File: src/rtl/mul_seq_param.sv
// Iterative WIDTH x WIDTH multiplier retiring RADIX_BITS multiplier bits per cycle,
// sign-magnitude internally, with optional low-column truncation and valid/ready handshakes.
module mul_seq_param #(
    parameter int WIDTH      = 8,
    parameter int RADIX_BITS = 2,
    parameter int TRUNC      = 0
) (
    input  logic                 clk,
    input  logic                 rst_n,
    input  logic                 in_valid,
    output logic                 in_ready,
    input  logic [WIDTH-1:0]     in_a,
    input  logic [WIDTH-1:0]     in_b,
    input  logic                 in_signed,
    output logic                 out_valid,
    input  logic                 out_ready,
    output logic [2*WIDTH-1:0]   out_p
);

    localparam int N      = WIDTH / RADIX_BITS;
    localparam int P_W    = 2 * WIDTH;
    localparam int ITER_W = (N > 1) ? $clog2(N) : 1;

    localparam logic [P_W-1:0]    KEEP_MASK = {P_W{1'b1}} << TRUNC;
    localparam logic [ITER_W-1:0] LAST_ITER = ITER_W'(N - 1);

    typedef enum logic [1:0] {
        IDLE,
        BUSY,
        FIX,
        DONE
    } state_t;

    // |v| as an unsigned WIDTH-bit value; -2^(WIDTH-1) maps to 2^(WIDTH-1).
    function automatic logic [WIDTH-1:0] magnitude(input logic [WIDTH-1:0] v,
                                                   input logic             is_signed);
        logic signed [WIDTH-1:0] sv;
        sv = $signed(v);
        if (is_signed && sv[WIDTH-1]) begin
            return $unsigned(-sv);
        end
        return v;
    endfunction

    function automatic logic [P_W-1:0] truncate_cols(input logic [P_W-1:0] pp);
        return pp & KEEP_MASK;
    endfunction

    function automatic logic [P_W-1:0] apply_sign(input logic [P_W-1:0] mag,
                                                  input logic           neg);
        return neg ? -mag : mag;
    endfunction

    state_t              state_q,     state_d;
    logic [P_W-1:0]      acc_q,       acc_d;
    logic [ITER_W-1:0]   iter_q,      iter_d;
    logic                neg_q,       neg_d;
    logic [P_W-1:0]      out_p_q,     out_p_d;
    logic                out_valid_q, out_valid_d;

    // Operand shifters: multiplicand moves left and multiplier right by one digit
    // per iteration, so the current digit always sits in the low RADIX_BITS bits.
    logic [P_W-1:0]      mcand_q,     mcand_d;
    logic [WIDTH-1:0]    mplier_q,    mplier_d;

    logic [P_W-1:0]      pp;

    assign pp        = mcand_q * P_W'(mplier_q[RADIX_BITS-1:0]);
    assign in_ready  = (state_q == IDLE);
    assign out_valid = out_valid_q;
    assign out_p     = out_p_q;

    always_comb begin
        state_d     = state_q;
        acc_d       = acc_q;
        iter_d      = iter_q;
        neg_d       = neg_q;
        out_p_d     = out_p_q;
        out_valid_d = out_valid_q;
        mcand_d     = mcand_q;
        mplier_d    = mplier_q;

        case (state_q)
            IDLE: begin
                if (in_valid) begin
                    mcand_d  = P_W'(magnitude(in_a, in_signed));
                    mplier_d = magnitude(in_b, in_signed);
                    neg_d    = in_signed & (in_a[WIDTH-1] ^ in_b[WIDTH-1]);
                    acc_d    = '0;
                    iter_d   = '0;
                    state_d  = BUSY;
                end
            end
            BUSY: begin
                acc_d    = acc_q + truncate_cols(pp);
                mcand_d  = mcand_q << RADIX_BITS;
                mplier_d = mplier_q >> RADIX_BITS;
                iter_d   = iter_q + ITER_W'(1);
                if (iter_q == LAST_ITER) begin
                    state_d = FIX;
                end
            end
            FIX: begin
                out_p_d     = apply_sign(acc_q, neg_q);
                out_valid_d = 1'b1;
                state_d     = DONE;
            end
            DONE: begin
                if (out_ready) begin
                    out_valid_d = 1'b0;
                    state_d     = IDLE;
                end
            end
            default: begin
                state_d = IDLE;
            end
        endcase
    end

    always_ff @(posedge clk or negedge rst_n) begin
        if (!rst_n) begin
            state_q     <= IDLE;
            acc_q       <= '0;
            iter_q      <= '0;
            neg_q       <= 1'b0;
            out_p_q     <= '0;
            out_valid_q <= 1'b0;
        end else begin
            state_q     <= state_d;
            acc_q       <= acc_d;
            iter_q      <= iter_d;
            neg_q       <= neg_d;
            out_p_q     <= out_p_d;
            out_valid_q <= out_valid_d;
        end
    end

    // Operand shifters are reloaded on every accept, so they carry no reset.
    always_ff @(posedge clk) begin
        mcand_q  <= mcand_d;
        mplier_q <= mplier_d;
    end

endmodule

File: config.mk
export PLATFORM = sky130hd
export DESIGN_NAME = mul_seq_param
export DESIGN_NICKNAME = d
export VERILOG_FILES = /design/src/rtl/mul_seq_param.sv
export SDC_FILE = /design/constraint.sdc
export NUM_CORES = 1
export LEC_CHECK = 0
export ABC_AREA = 1
export CORE_ASPECT_RATIO = 2
export CORE_MARGIN = 3
export CORE_UTILIZATION = 63
export CTS_CLUSTER_DIAMETER = 100
export DETAILED_ROUTE_END_ITERATION = 16
export PLACE_DENSITY_LB_ADDON = 0.12
export SKIP_CTS_REPAIR_TIMING = 1
export SYNTH_ARGS = -nofsm -noshare
export SYNTH_HDL_FRONTEND = slang
export SYNTH_SLANG_ARGS = --single-unit
File: constraint.sdc
create_clock -name clk -period 4.8 [get_ports clk]
set_input_delay 0.96 -clock clk [delete_from_list [all_inputs] [get_ports clk]]
set_output_delay 0.96 -clock clk [all_outputs]
set_load 0.005 [all_outputs]
==> impl_summary.log, run 1 <==
INFO  metric outcome = finished, final reports clean
INFO  metric ir_worst_vdd = roughly 0.50 mV
INFO  metric max_slew_margin = 34.0%
INFO  metric layout.cells.most_common_list = 201 x sky130_fd_sc_hd__nand2_1, 109 x sky130_fd_sc_hd__inv_1, 48 x sky130_fd_sc_hd__nor2_1, 41 x sky130_fd_sc_hd__o21ai_0, 40 x sky130_fd_sc_hd__nand3_1
INFO  metric drt_initial_violations = 280
INFO  metric synthesis.area_per_instance = 7.31 sq um
INFO  metric overall_routing_resource_usage = about 28%
INFO  metric die_height = between 100 and 150 um
INFO  metric vias = 4005
INFO  metric total_leakage_power = around 0.0027 uW
INFO  metric cts.sink_count = 62
INFO  metric final_net_count = 710
INFO  metric final-seq-area = 1670 sq um
INFO  metric shortest_clock_period_the_worst_path_allows_after_layout = between 2 and 3 ns
INFO  metric insertion_delay = between 0.3 and 0.4 ns
INFO  metric drc_errors = 0
INFO  metric synth_sequential_area_ratio = about 37%
INFO  metric pwr_density_cell = 796 nW/um^2
INFO  metric worst-path-max-fanout = 33
INFO  metric skew = slightly below 0.006 ns
INFO  metric cts.root.buffer_cell = sky130_fd_sc_hd__clkbuf_16
INFO  metric core-area = between 6000 and 7000 sq um
INFO  metric timing_hold_violations_final = 0
INFO  metric critPathCaptureType = register
INFO  metric critPathRequiredTime = around 5.0 ns
INFO  metric synthFlopType = sky130_fd_sc_hd__dfrtp_1
INFO  metric finalWeightedCongestion = between 0.9 and 1
INFO  metric worst_hold_path_type = reg -> reg
INFO  metric fillers = around 530
INFO  metric rows = 43
INFO  metric drt_first_pass_iters = 6
INFO  metric clkSlewWorstSetupHoldPaths = around 0.050 ns
INFO  metric tritoncts = yes
INFO  metric grt_overflow = 0
INFO  metric worst_setup_path_start_kind = register
INFO  metric grt_start_max_net_pins = 39
INFO  metric timing.setup.critical_path_class = reg -> reg
INFO  metric mostFrequentLayoutCell = sky130_fd_sc_hd__nand2_1
INFO  metric post-route-util = 74.7%
INFO  metric ys_types = 31
INFO  metric fraction_of_layout_cells_with_a_size_suffix_above_1 = around 3.4%
INFO  metric syn_inst = 615
INFO  metric ctsHtreeMaxLevel = 3
INFO  metric crit_arrival = ~3.2 ns
INFO  metric die_w = 65.7 um
INFO  metric place.port_buffers = 38
INFO  metric grt_setup_unrepaired = false
INFO  metric clockBufferDepth = 2
INFO  metric whs = 0.473 ns
INFO  metric numCtsBuffers = 9
INFO  metric layout_worst_path_cycle_share = 61.2%
INFO  metric via_count_of_the_first_global_routing_pass = roughly 4200
INFO  metric count_of_flip_flops_with_a_built_in_enable_after_synthesis = 24
INFO  metric syn2layout_area_growth = 15.4%
INFO  metric least_margin_pin_slew = ~0.99 ns
INFO  metric slew_viol_final = 0
INFO  metric place_ws = ~1.9 ns
INFO  metric ios = 39
INFO  metric ys_ff_latch = between 60 and 70
INFO  metric synth_warnings = 0
INFO  metric asyncSetResetFlopFracSynth = between 60% and 70%
INFO  metric post_synth_instance_area = around 4500 sq um
INFO  metric starting_utilization_of_the_core_area = 64.7%
INFO  metric route.detailed.vias_per_inst = 5.38
INFO  metric area_occupied_by_multi_input_gates = ~2300 sq um
INFO  metric setup_viol_count_final = 0
INFO  metric grt_first_pass_wirelength = 18100 um
INFO  metric fmax = 341 MHz
INFO  metric antenna_found_initial = 0
INFO  metric finalSetupTns = 0 ns
INFO  metric drt.antenna.violating_nets = 0
INFO  metric routed_wirelength = roughly 10000 um
INFO  metric n_antenna_cell = 0
INFO  metric dpl.hpwl = just over 8000 um
INFO  metric setup_slack = roughly 1.9 ns
INFO  metric syn_nets = between 600 and 700
INFO  metric drt-wirelength-per-cell = ~14 um
INFO  metric max_cap_viol_count = 0
INFO  metric dieArea = 8240 sq um
critical path: stages (launching register included):
cell,delay (ns)
sky130_fd_sc_hd__dfrtp_1,0.41
sky130_fd_sc_hd__inv_1,0.12
sky130_fd_sc_hd__ha_1,0.64
sky130_fd_sc_hd__inv_2,0.31
sky130_fd_sc_hd__o21ai_4,0.84
sky130_fd_sc_hd__inv_2,0.24
sky130_fd_sc_hd__a22o_1,0.25
worst paths after layout:
path | startpoint | to | slack (ns) | cells past startpoint
max | state_q[1] | iter_q[1] | 1.86 | 6
min | out_p[13] | out_p[13] | 0.47 | 2
max reg2reg | state_q[1] | iter_q[1] | 1.86 | 6
min reg2reg | out_p[13] | out_p[13] | 0.47 | 2
max in group asynchronous | rst_n | acc_q[11] | 3.49 | 1
min in group asynchronous | rst_n | out_p[1] | 0.75 | 1
cells in the mapped netlist (2+ instances only):
cell	count	area, sq um
sky130_fd_sc_hd__o21ai_4	2	32.5
sky130_fd_sc_hd__xnor2_1	2	17.5
sky130_fd_sc_hd__clkbuf_1	7	26.3
sky130_fd_sc_hd__inv_1	109	409
sky130_fd_sc_hd__fa_1	15	300
sky130_fd_sc_hd__o22ai_1	3	18.8
sky130_fd_sc_hd__nor2_1	48	180
sky130_fd_sc_hd__edfxtp_1	24	721
sky130_fd_sc_hd__nand2_1	201	754
sky130_fd_sc_hd__nand4_1	5	31.3
sky130_fd_sc_hd__a21oi_1	19	95.1
sky130_fd_sc_hd__nand3b_1	4	30.0
sky130_fd_sc_hd__xor2_1	8	70.1
sky130_fd_sc_hd__ha_1	23	288
sky130_fd_sc_hd__buf_2	5	25.0
sky130_fd_sc_hd__o31ai_1	2	15.0
sky130_fd_sc_hd__nor3_1	4	20.0
sky130_fd_sc_hd__dfrtp_1	38	951
sky130_fd_sc_hd__inv_2	3	11.3
sky130_fd_sc_hd__o21ai_0	41	205
sky130_fd_sc_hd__a31oi_1	3	18.8
sky130_fd_sc_hd__nand3_1	40	200
layer usage:
metal,vias to the layer above,GRT usage [%],share of wire [%]
li1,1998,-,-
met1,1854,27.6,35
met2,118,52.4,56
met3,35,4.85,3.8
met4,0,18.0,4.9
met5,-,0,0
cell families after synthesis:
group | count (synthesis) | synth area share [%]
fa+ha+maj | 38 | 13.1
xor+xnor | 10 | 1.95
flops | 62 | 37.2
compound gates | 75 | 9.47
simple gates | 305 | 27.7
buf+inv | 125 | 10.6
stage by stage:
stage                     area (sq um)  power [uW]  cells
after floorplan                   4490        2850    615
after global placement            4920        3400    730
after detailed placement          4920        3520    730
after CTS                         5180        4110    745
after global routing              5180        4580    745
final                             5180        4130    745
cell type report:
| cell class | count | area share [%] |
|---|---|---|
| Inverter | 112 | 8.11 |
| Sequential cell | 62 | 32.2 |
| Clock inverter | 2 | 0.193 |
| Timing Repair Buffer | 38 | 7.24 |
| Tap cell | 90 | 2.17 |
| Multi-Input combinational cell | 428 | 45.2 |
| Clock buffer | 13 | 4.83 |
power by group:
group | total (uW) | switching (uW) | leakage, uW | internal (uW)
clock network | 573 | 215 | 0.000129 | 358
registers | 1080 | 214 | 0.000713 | 862
logic | 2480 | 1570 | 0.00187 | 906
total | 4130 | 2000 | 0.00271 | 2130
sequential cells by signal, indices dropped and copies added, names as in the netlist:
name       flops
out_p         16
mplier_q       8
neg_q          1
mcand_q       16
iter_q         2
acc_q         16
out_valid      1
state_q        2
Note: power is estimated with default switching activity, not from simulation.
==> run 2: changes to the inputs <==
--- a/config.mk
+++ b/config.mk
@@ -8,7 +8,7 @@
 export ABC_AREA = 1
 export CORE_ASPECT_RATIO = 2
 export CORE_MARGIN = 3
-export CORE_UTILIZATION = 63
+export CORE_UTILIZATION = 53
 export CTS_CLUSTER_DIAMETER = 100
 export DETAILED_ROUTE_END_ITERATION = 16
 export PLACE_DENSITY_LB_ADDON = 0.12
==> constraint.sdc (replaced) <==
create_clock -name clk -period 2.6 [get_ports clk]
set_input_delay 0.52 -clock clk [delete_from_list [all_inputs] [get_ports clk]]
set_output_delay 0.52 -clock clk [all_outputs]
set_load 0.005 [all_outputs]
==> run 2 against run 1 <==
Net effect: utilization fell by 6.5 points; largest power group unchanged; first-iteration DRC count is 17% lower; clock power up 140%; via count hardly changed; sequential power increased by 79%; design area is 6.8% higher; clock skew hardly changed; final cell count is 2.3% higher; largest cell class unchanged; sequential share of layout area fell by 2.0 points; hold slack worse by 0.17 ns; critical path depth is 7 higher; maximum frequency rose by 18%.
==> impl_summary.log, run 2 (synthesis gave the netlist of run 1 again) <==
INFO  metric outcome = finished, final reports clean
INFO  metric whs = 0.302 ns (-0.171 ns)
INFO  metric worst_setup_path_start_kind = register
INFO  metric cts.sink_count = 62 (unchanged)
INFO  metric die_height = 136 um (+8.6%)
INFO  metric antenna_found_initial = 0 (unchanged)
INFO  metric fin_cells = 762 (+2.3%)
INFO  metric mostFrequentLayoutCell = sky130_fd_sc_hd__nand2_1
INFO  metric via_count_of_the_first_global_routing_pass = 3977 (-6.1%)
INFO  metric pwr_density_cell = 1540 nW/um^2 (+94%)
INFO  metric skew = 0.00570 ns (-0.000218 ns)
INFO  metric grt_first_pass_wirelength = 17600 um (-2.7%)
INFO  metric max_cap_viol_count = 0 (unchanged)
INFO  metric finish.instance_area = 5540 sq um (+6.8%)
INFO  metric clkSlewWorstSetupHoldPaths = 0.05 ns (about the same)
INFO  metric layout_worst_path_cycle_share = 95.9% (+35 points)
INFO  metric timing.setup.critical_path_class = reg -> reg
INFO  metric least_margin_pin_slew = 0.870 ns (-0.117 ns)
INFO  metric slowest_delay = 0.52 ns (-0.32 ns)
INFO  metric drt-wirelength-per-cell = 13.9 um (+0.80%)
INFO  metric critPathLaunch = mplier_q[0]
INFO  metric insertion_delay = 0.33 ns (about the same)
INFO  metric core-area = 8120 sq um (+17%)
INFO  metric drc_errors = 0 (unchanged)
INFO  metric ios = 39 (unchanged)
INFO  metric post-layout-total-power = 8540 uW (+110%)
INFO  metric worst_hold_path_type = in -> async
INFO  metric drt_initial_violations = 233 (-17%)
INFO  metric die_w = 71.1 um (+8.2%)
INFO  metric fraction_of_layout_cells_with_a_size_suffix_above_1 = 9.76% (+6.4 points)
INFO  metric grt.met2_usage = 44.3% (-8.2 points)
INFO  metric rr_endpoint = acc_q[11]
INFO  metric place.port_buffers = 38 (unchanged)
INFO  metric ir_worst_vdd = 0.842 mV (+70%)
INFO  metric critPathRequiredTime = 2.82 ns (-2.20 ns)
INFO  metric tritoncts = yes
INFO  metric ctsHtreeMaxLevel = 3 (unchanged)
INFO  metric clockBufferDepth = 2 (unchanged)
INFO  metric gr-usage-met3 = 3.18% (-1.7 points)
INFO  metric layout.cells.most_common_list = 195 x sky130_fd_sc_hd__nand2_1, 109 x sky130_fd_sc_hd__inv_1, 42 x sky130_fd_sc_hd__nor2_1, 41 x sky130_fd_sc_hd__o21ai_0, 38 x sky130_fd_sc_hd__dfrtp_1
INFO  metric grt_overflow = 0 (unchanged)
INFO  metric post-place-cells = 741 (+1.5%)
INFO  metric critPathCapture = acc_q[11]
INFO  metric worst-r2r-cell-count = 13 (+7)
INFO  metric worst-path-max-fanout = 6 (-82%)
INFO  metric crit_arrival = 2.72 ns (-0.44 ns)
INFO  metric vias = 4004 (-0.025%)
INFO  metric dpl.hpwl = 8050 um (-1.0%)
INFO  metric total_leakage_power = 0.00281 uW (+3.5%)
INFO  metric fmax = 401 MHz (+18%)
INFO  metric routed_wirelength = 10600 um (+3.1%)
INFO  metric overall_routing_resource_usage = 23.4% (-5.1 points)
INFO  metric setup_viol_count_final = 0 (unchanged)
INFO  metric shortest_clock_period_the_worst_path_allows_after_layout = 2.49 ns (-0.441 ns)
INFO  metric critPathCaptureType = register
INFO  metric crit_family = adder cells
INFO  metric timing.critical_path.depth = 13 (+7)
INFO  metric finalWeightedCongestion = 0.909 (-4.0%)
INFO  metric count_of_buffer_and_inverter_cells_on_the_critical_path = 1 (-2)
INFO  metric dieArea = 9690 sq um (+18%)
INFO  metric met1_usage = 23.7% (-3.9 points)
INFO  metric route.detailed.vias_per_inst = 5.25 (-2.3%)
INFO  metric drt.antenna.violating_nets = 0 (unchanged)
INFO  metric crit_path_top_delay_cell = sky130_fd_sc_hd__fa_1
INFO  metric r2r_slack = 0.11 ns (-1.76 ns)
INFO  metric numCtsBuffers = 9 (unchanged)
INFO  metric rr_startpoint = mplier_q[0]
INFO  metric rows = 46 (+7.0%)
INFO  metric timing_hold_violations_final = 0 (unchanged)
INFO  metric n_antenna_cell = 0 (unchanged)
INFO  metric grt_start_max_net_pins = 39 (unchanged)
INFO  metric starting_utilization_of_the_core_area = 55.4% (-9.4 points)
INFO  metric crit_path_cell_trace = nand2_2 -> fa_1 -> inv_1 -> ha_4 -> fa_2 -> nand2_2 -> nand2_1 -> nand3_2 -> nand2_4 -> nand2_1 -> nand3b_1 -> nand3_1 -> nand2_1
INFO  metric final_net_count = 720 (+1.4%)
INFO  metric syn2layout_area_growth = 23.2%
INFO  metric post-route-util = 68.2% (-6.5 points)
INFO  metric cts.root.buffer_cell = sky130_fd_sc_hd__clkbuf_16
INFO  metric placed_cell_area = 4970 sq um (+0.91%)
INFO  metric grt_setup_unrepaired = true
INFO  metric max_slew_margin = 42.0% (+8.0 points)
INFO  metric drt_first_pass_iters = 5 (-1)
INFO  metric slew_viol_final = 0 (unchanged)
INFO  metric worst_path_most_repeated_cell = sky130_fd_sc_hd__nand2_1
INFO  metric busiest_layer = met2
[run 2: changes by cell type in the layout (fill, tap and decap cells not counted), sizes merged]
cell / delta
buf: +10
bufinv: +1
clkinv: -1
inv: +1
[run 2: cell type report]
| cell class | count | area (sq um) |
|---|---|---|
| Multi-Input combinational cell | 428 | 2510 |
| Inverter | 112 | 420 |
| Sequential cell | 62 | 1670 |
| Timing Repair Buffer | 48 | 458 |
| Clock buffer | 13 | 314 |
| Fill cell | 693 | 2580 |
| Tap cell | 96 | 120 |
| Clock inverter | 3 | 41.3 |
[run 2: worst reg2reg max path, cell delays in order (launching register included)]
cell and delay (ns):
sky130_fd_sc_hd__edfxtp_1 0.51, sky130_fd_sc_hd__nand2_2 0.09, sky130_fd_sc_hd__fa_1 0.52, sky130_fd_sc_hd__inv_1 0.07, sky130_fd_sc_hd__ha_4 0.17, sky130_fd_sc_hd__fa_2 0.39
sky130_fd_sc_hd__nand2_2 0.10, sky130_fd_sc_hd__nand2_1 0.08, sky130_fd_sc_hd__nand3_2 0.10, sky130_fd_sc_hd__nand2_4 0.08, sky130_fd_sc_hd__nand2_1 0.08, sky130_fd_sc_hd__nand3b_1 0.08
sky130_fd_sc_hd__nand3_1 0.08, sky130_fd_sc_hd__nand2_1 0.05
[run 2: how the worst min path moves through the flow]
stage	startpoint	endpoint	slack, ns	cells after the start
2_1_floorplan	rst_n	acc_q[0]	0.22	0
3_3_place_gp	out_p[13]	out_p[13]	0.46	2
3_5_place_dp	out_p[7]	out_p[7]	0.46	2
4_1_cts	rst_n	iter_q[0]	0.32	1
5_1_grt	rst_n	iter_q[0]	0.36	1
6_report	rst_n	state_q[1]	0.30	1
[run 2: layer usage]
metal / wire (um) / vias to the layer above
met5: 0 / -
met4: 393 / 0
met3: 357 / 31
met2: 5860 / 116
met1: 3970 / 1834
li1: - / 2023
[run 2: power by group]
part | internal (uW) | switching [uW] | leakage [uW]
logic | 2060 | 3190 | 0.00192
registers | 1580 | 344 | 0.000713
clock network | 941 | 431 | 0.000178
total | 4580 | 3960 | 0.00281
[run 2: through the flow]
step / worst slack, ns / TNS [ns]
floorplan: 0.194 / 0
global placement: 0.128 / 0
detailed placement: 0.0365 / 0
CTS: 0.00838 / 0
global route: -0.0552 / -0.111
finish: 0.105 / 0
==> run 3: changes to the inputs <==
--- a/config.mk
+++ b/config.mk
@@ -8,8 +8,7 @@
 export ABC_AREA = 1
 export CORE_ASPECT_RATIO = 2
 export CORE_MARGIN = 3
-export CORE_UTILIZATION = 53
-export CTS_CLUSTER_DIAMETER = 100
+export CORE_UTILIZATION = 32
 export DETAILED_ROUTE_END_ITERATION = 16
 export PLACE_DENSITY_LB_ADDON = 0.12
 export SKIP_CTS_REPAIR_TIMING = 1
==> run 3 against run 2 <==
Net effect: design area is 0.75% higher; register-to-register slack better by 0.06 ns; global-route usage is 8.9 points lower; maximum frequency is 2.3% higher; count of clock-buffer cells in the layout is 2 lower; largest cell class unchanged.
==> impl_summary.log, run 3 (synthesis gave the netlist of run 1 again) <==
INFO  metric finalWeightedCongestion = 0.862 (-5.1%)
INFO  metric n_antenna_cell = 0 (unchanged)
INFO  metric clockBufferDepth = 2 (unchanged)
INFO  metric dpl.hpwl = 8780 um (+9.0%)
INFO  metric clkSlewWorstSetupHoldPaths = 0.06 ns (about the same)
INFO  metric critPathCaptureType = register
INFO  metric starting_utilization_of_the_core_area = 33.1% (-22 points)
INFO  metric fillers = 1434 (+110%)
INFO  metric drt_first_pass_iters = 4 (-1)
INFO  metric worst_setup_path_start_kind = register
INFO  metric shortest_clock_period_the_worst_path_allows_after_layout = 2.44 ns (-0.0570 ns)
INFO  metric route.detailed.vias_per_inst = 4.53 (-14%)
INFO  metric drt_initial_violations = 164 (-30%)
INFO  metric busiest_layer = met2
INFO  metric worst_hold_path_type = in -> async
INFO  metric die_height = 174 um (+27%)
INFO  metric setup_viol_count_final = 0 (unchanged)
INFO  metric fmax = 410 MHz (+2.3%)
INFO  metric antenna_found_initial = 0 (unchanged)
INFO  metric insertion_delay = 0.33 ns (about the same)
INFO  metric final_net_count = 718 (-0.28%)
INFO  metric vias = 3847 (-3.9%)
INFO  metric rr_endpoint = acc_q[11]
INFO  metric fraction_of_layout_cells_with_a_size_suffix_above_1 = 8.43% (-1.3 points)
INFO  metric gr-usage-met3 = 2.22% (-0.97 points)
INFO  metric rows = 60 (+30%)
INFO  metric post-route-util = 41.0% (-27 points)
INFO  metric worst-path-max-fanout = 4 (-2)
INFO  metric post-layout-total-power = 8310 uW (-2.7%)
INFO  metric worst-r2r-cell-count = 13 (unchanged)
INFO  metric rr_startpoint = mplier_q[1]
INFO  metric mostFrequentLayoutCell = sky130_fd_sc_hd__nand2_1
INFO  metric placed_cell_area = 5080 sq um (+2.3%)
INFO  metric whs = 0.309 ns (+0.00654 ns)
INFO  metric met1_usage = 14.6% (-9.0 points)
INFO  metric least_margin_pin_slew = 0.884 ns (+0.0133 ns)
INFO  metric syn2layout_area_growth = 24.1%
INFO  metric core-area = 13600 sq um (+67%)
INFO  metric drc_errors = 0 (unchanged)
INFO  metric overall_routing_resource_usage = 14.4% (-8.9 points)
INFO  metric slew_viol_final = 0 (unchanged)
INFO  metric cts.root.buffer_cell = sky130_fd_sc_hd__clkbuf_16
INFO  metric timing.setup.critical_path_class = reg -> reg
INFO  metric finalSetupTns = 0 ns (unchanged)
INFO  metric max_cap_viol_count = 0 (unchanged)
INFO  metric crit_arrival = 2.66 ns (-0.06 ns)
INFO  metric place.port_buffers = 38 (unchanged)
INFO  metric pwr_density_cell = 1490 nW/um^2 (-3.4%)
INFO  metric critPathLaunch = mplier_q[1]
INFO  metric critPathRequiredTime = 2.82 ns (about the same)
INFO  metric finish.instance_area = 5580 sq um (+0.75%)
INFO  metric drt.antenna.violating_nets = 0 (unchanged)
INFO  metric grt_start_max_net_pins = 39 (unchanged)
INFO  metric die_w = 89.8 um (+26%)
INFO  metric skew = 0.00637 ns (+0.000677 ns)
INFO  metric layout_worst_path_cycle_share = 93.8% (-2.2 points)
INFO  metric dieArea = 15600 sq um (+61%)
INFO  metric layout.cells.most_common_list = 197 x sky130_fd_sc_hd__nand2_1, 109 x sky130_fd_sc_hd__inv_1, 45 x sky130_fd_sc_hd__nor2_1, 41 x sky130_fd_sc_hd__o21ai_0, 38 x sky130_fd_sc_hd__dfrtp_1
INFO  metric via_count_of_the_first_global_routing_pass = 3956 (-0.53%)
INFO  metric drt-wirelength-per-cell = 12.9 um (-7.3%)
INFO  metric ir_worst_vdd = 0.489 mV (-42%)
INFO  metric critPathCapture = acc_q[11]
INFO  metric grt_overflow = 0 (unchanged)
INFO  metric ctsHtreeMaxLevel = 3 (unchanged)
INFO  metric total_leakage_power = 0.00278 uW (-0.86%)
INFO  metric outcome = finished, final reports clean
INFO  metric numCtsBuffers = 9 (unchanged)
INFO  metric grt.met2_usage = 28.9% (-15 points)
INFO  metric timing_hold_violations_final = 0 (unchanged)
INFO  metric cts.sink_count = 62 (unchanged)
INFO  metric routed_wirelength = 10900 um (+3.4%)
INFO  metric ios = 39 (unchanged)
INFO  metric tritoncts = yes
INFO  metric grt_first_pass_wirelength = 18200 um (+3.5%)
INFO  metric r2r_slack = 0.16 ns (+0.06 ns)
INFO  metric grt_setup_unrepaired = false
INFO  metric max_slew_margin = 41.1% (-0.88 points)
-- run 3: layout make-up --
cell class	instances	area [sq um]	share of cell area, %
sequential	62	1670	30.0
clock buffer	11	243	4.35
tap	186	233	4.17
clock inverter	5	56.3	1.01
inverter	112	420	7.54
timing repair buffer	46	447	8.01
multi-input combinational	428	2510	45.0
-- run 3: per-layer routing --
metal / routed length [um] / up-vias
li1: - / 2020
met1: 4240 / 1765
met2: 6260 / 49
met3: 241 / 13
met4: 201 / 0
met5: 0 / -
-- run 3: how the worst min path moves through the flow --
stage                          from        end  slack (ns)  cells past startpoint
after floorplan               rst_n   acc_q[0]        0.22                      0
after global placement    out_p[12]  out_p[12]        0.46                      2
after detailed placement  out_p[12]  out_p[12]        0.46                      2
after CTS                     rst_n   acc_q[0]        0.34                      1
after global routing          rst_n  out_valid        0.38                      1
final                         rst_n  out_valid        0.31                      1
-- run 3: per-stage QoR --
step	std cells	setup slack (ns)
6_report	850	0.162
5_1_grt	850	0.00908
4_1_cts	847	0.0461
3_5_place_dp	831	0.0560
3_3_place_gp	831	0.0960
2_1_floorplan	615	0.194
-- run 3: power by group --
part | internal (uW) | switching, uW
clock network | 769 | 449
registers | 1580 | 327
logic | 2050 | 3130
total | 4400 | 3910
-- run 3: worst max-delay path, cell delays in order, from the launching register on --
cell and delay [ns]:
sky130_fd_sc_hd__edfxtp_1 0.47, sky130_fd_sc_hd__nand2_1 0.11, sky130_fd_sc_hd__fa_1 0.51, sky130_fd_sc_hd__inv_1 0.04
sky130_fd_sc_hd__ha_2 0.19, sky130_fd_sc_hd__fa_2 0.39, sky130_fd_sc_hd__nand2_4 0.09, sky130_fd_sc_hd__nand2_1 0.07
sky130_fd_sc_hd__nand3_2 0.09, sky130_fd_sc_hd__nand2_4 0.08, sky130_fd_sc_hd__nand2_1 0.08, sky130_fd_sc_hd__nand3b_1 0.07
sky130_fd_sc_hd__nand3_1 0.08, sky130_fd_sc_hd__nand2_1 0.05
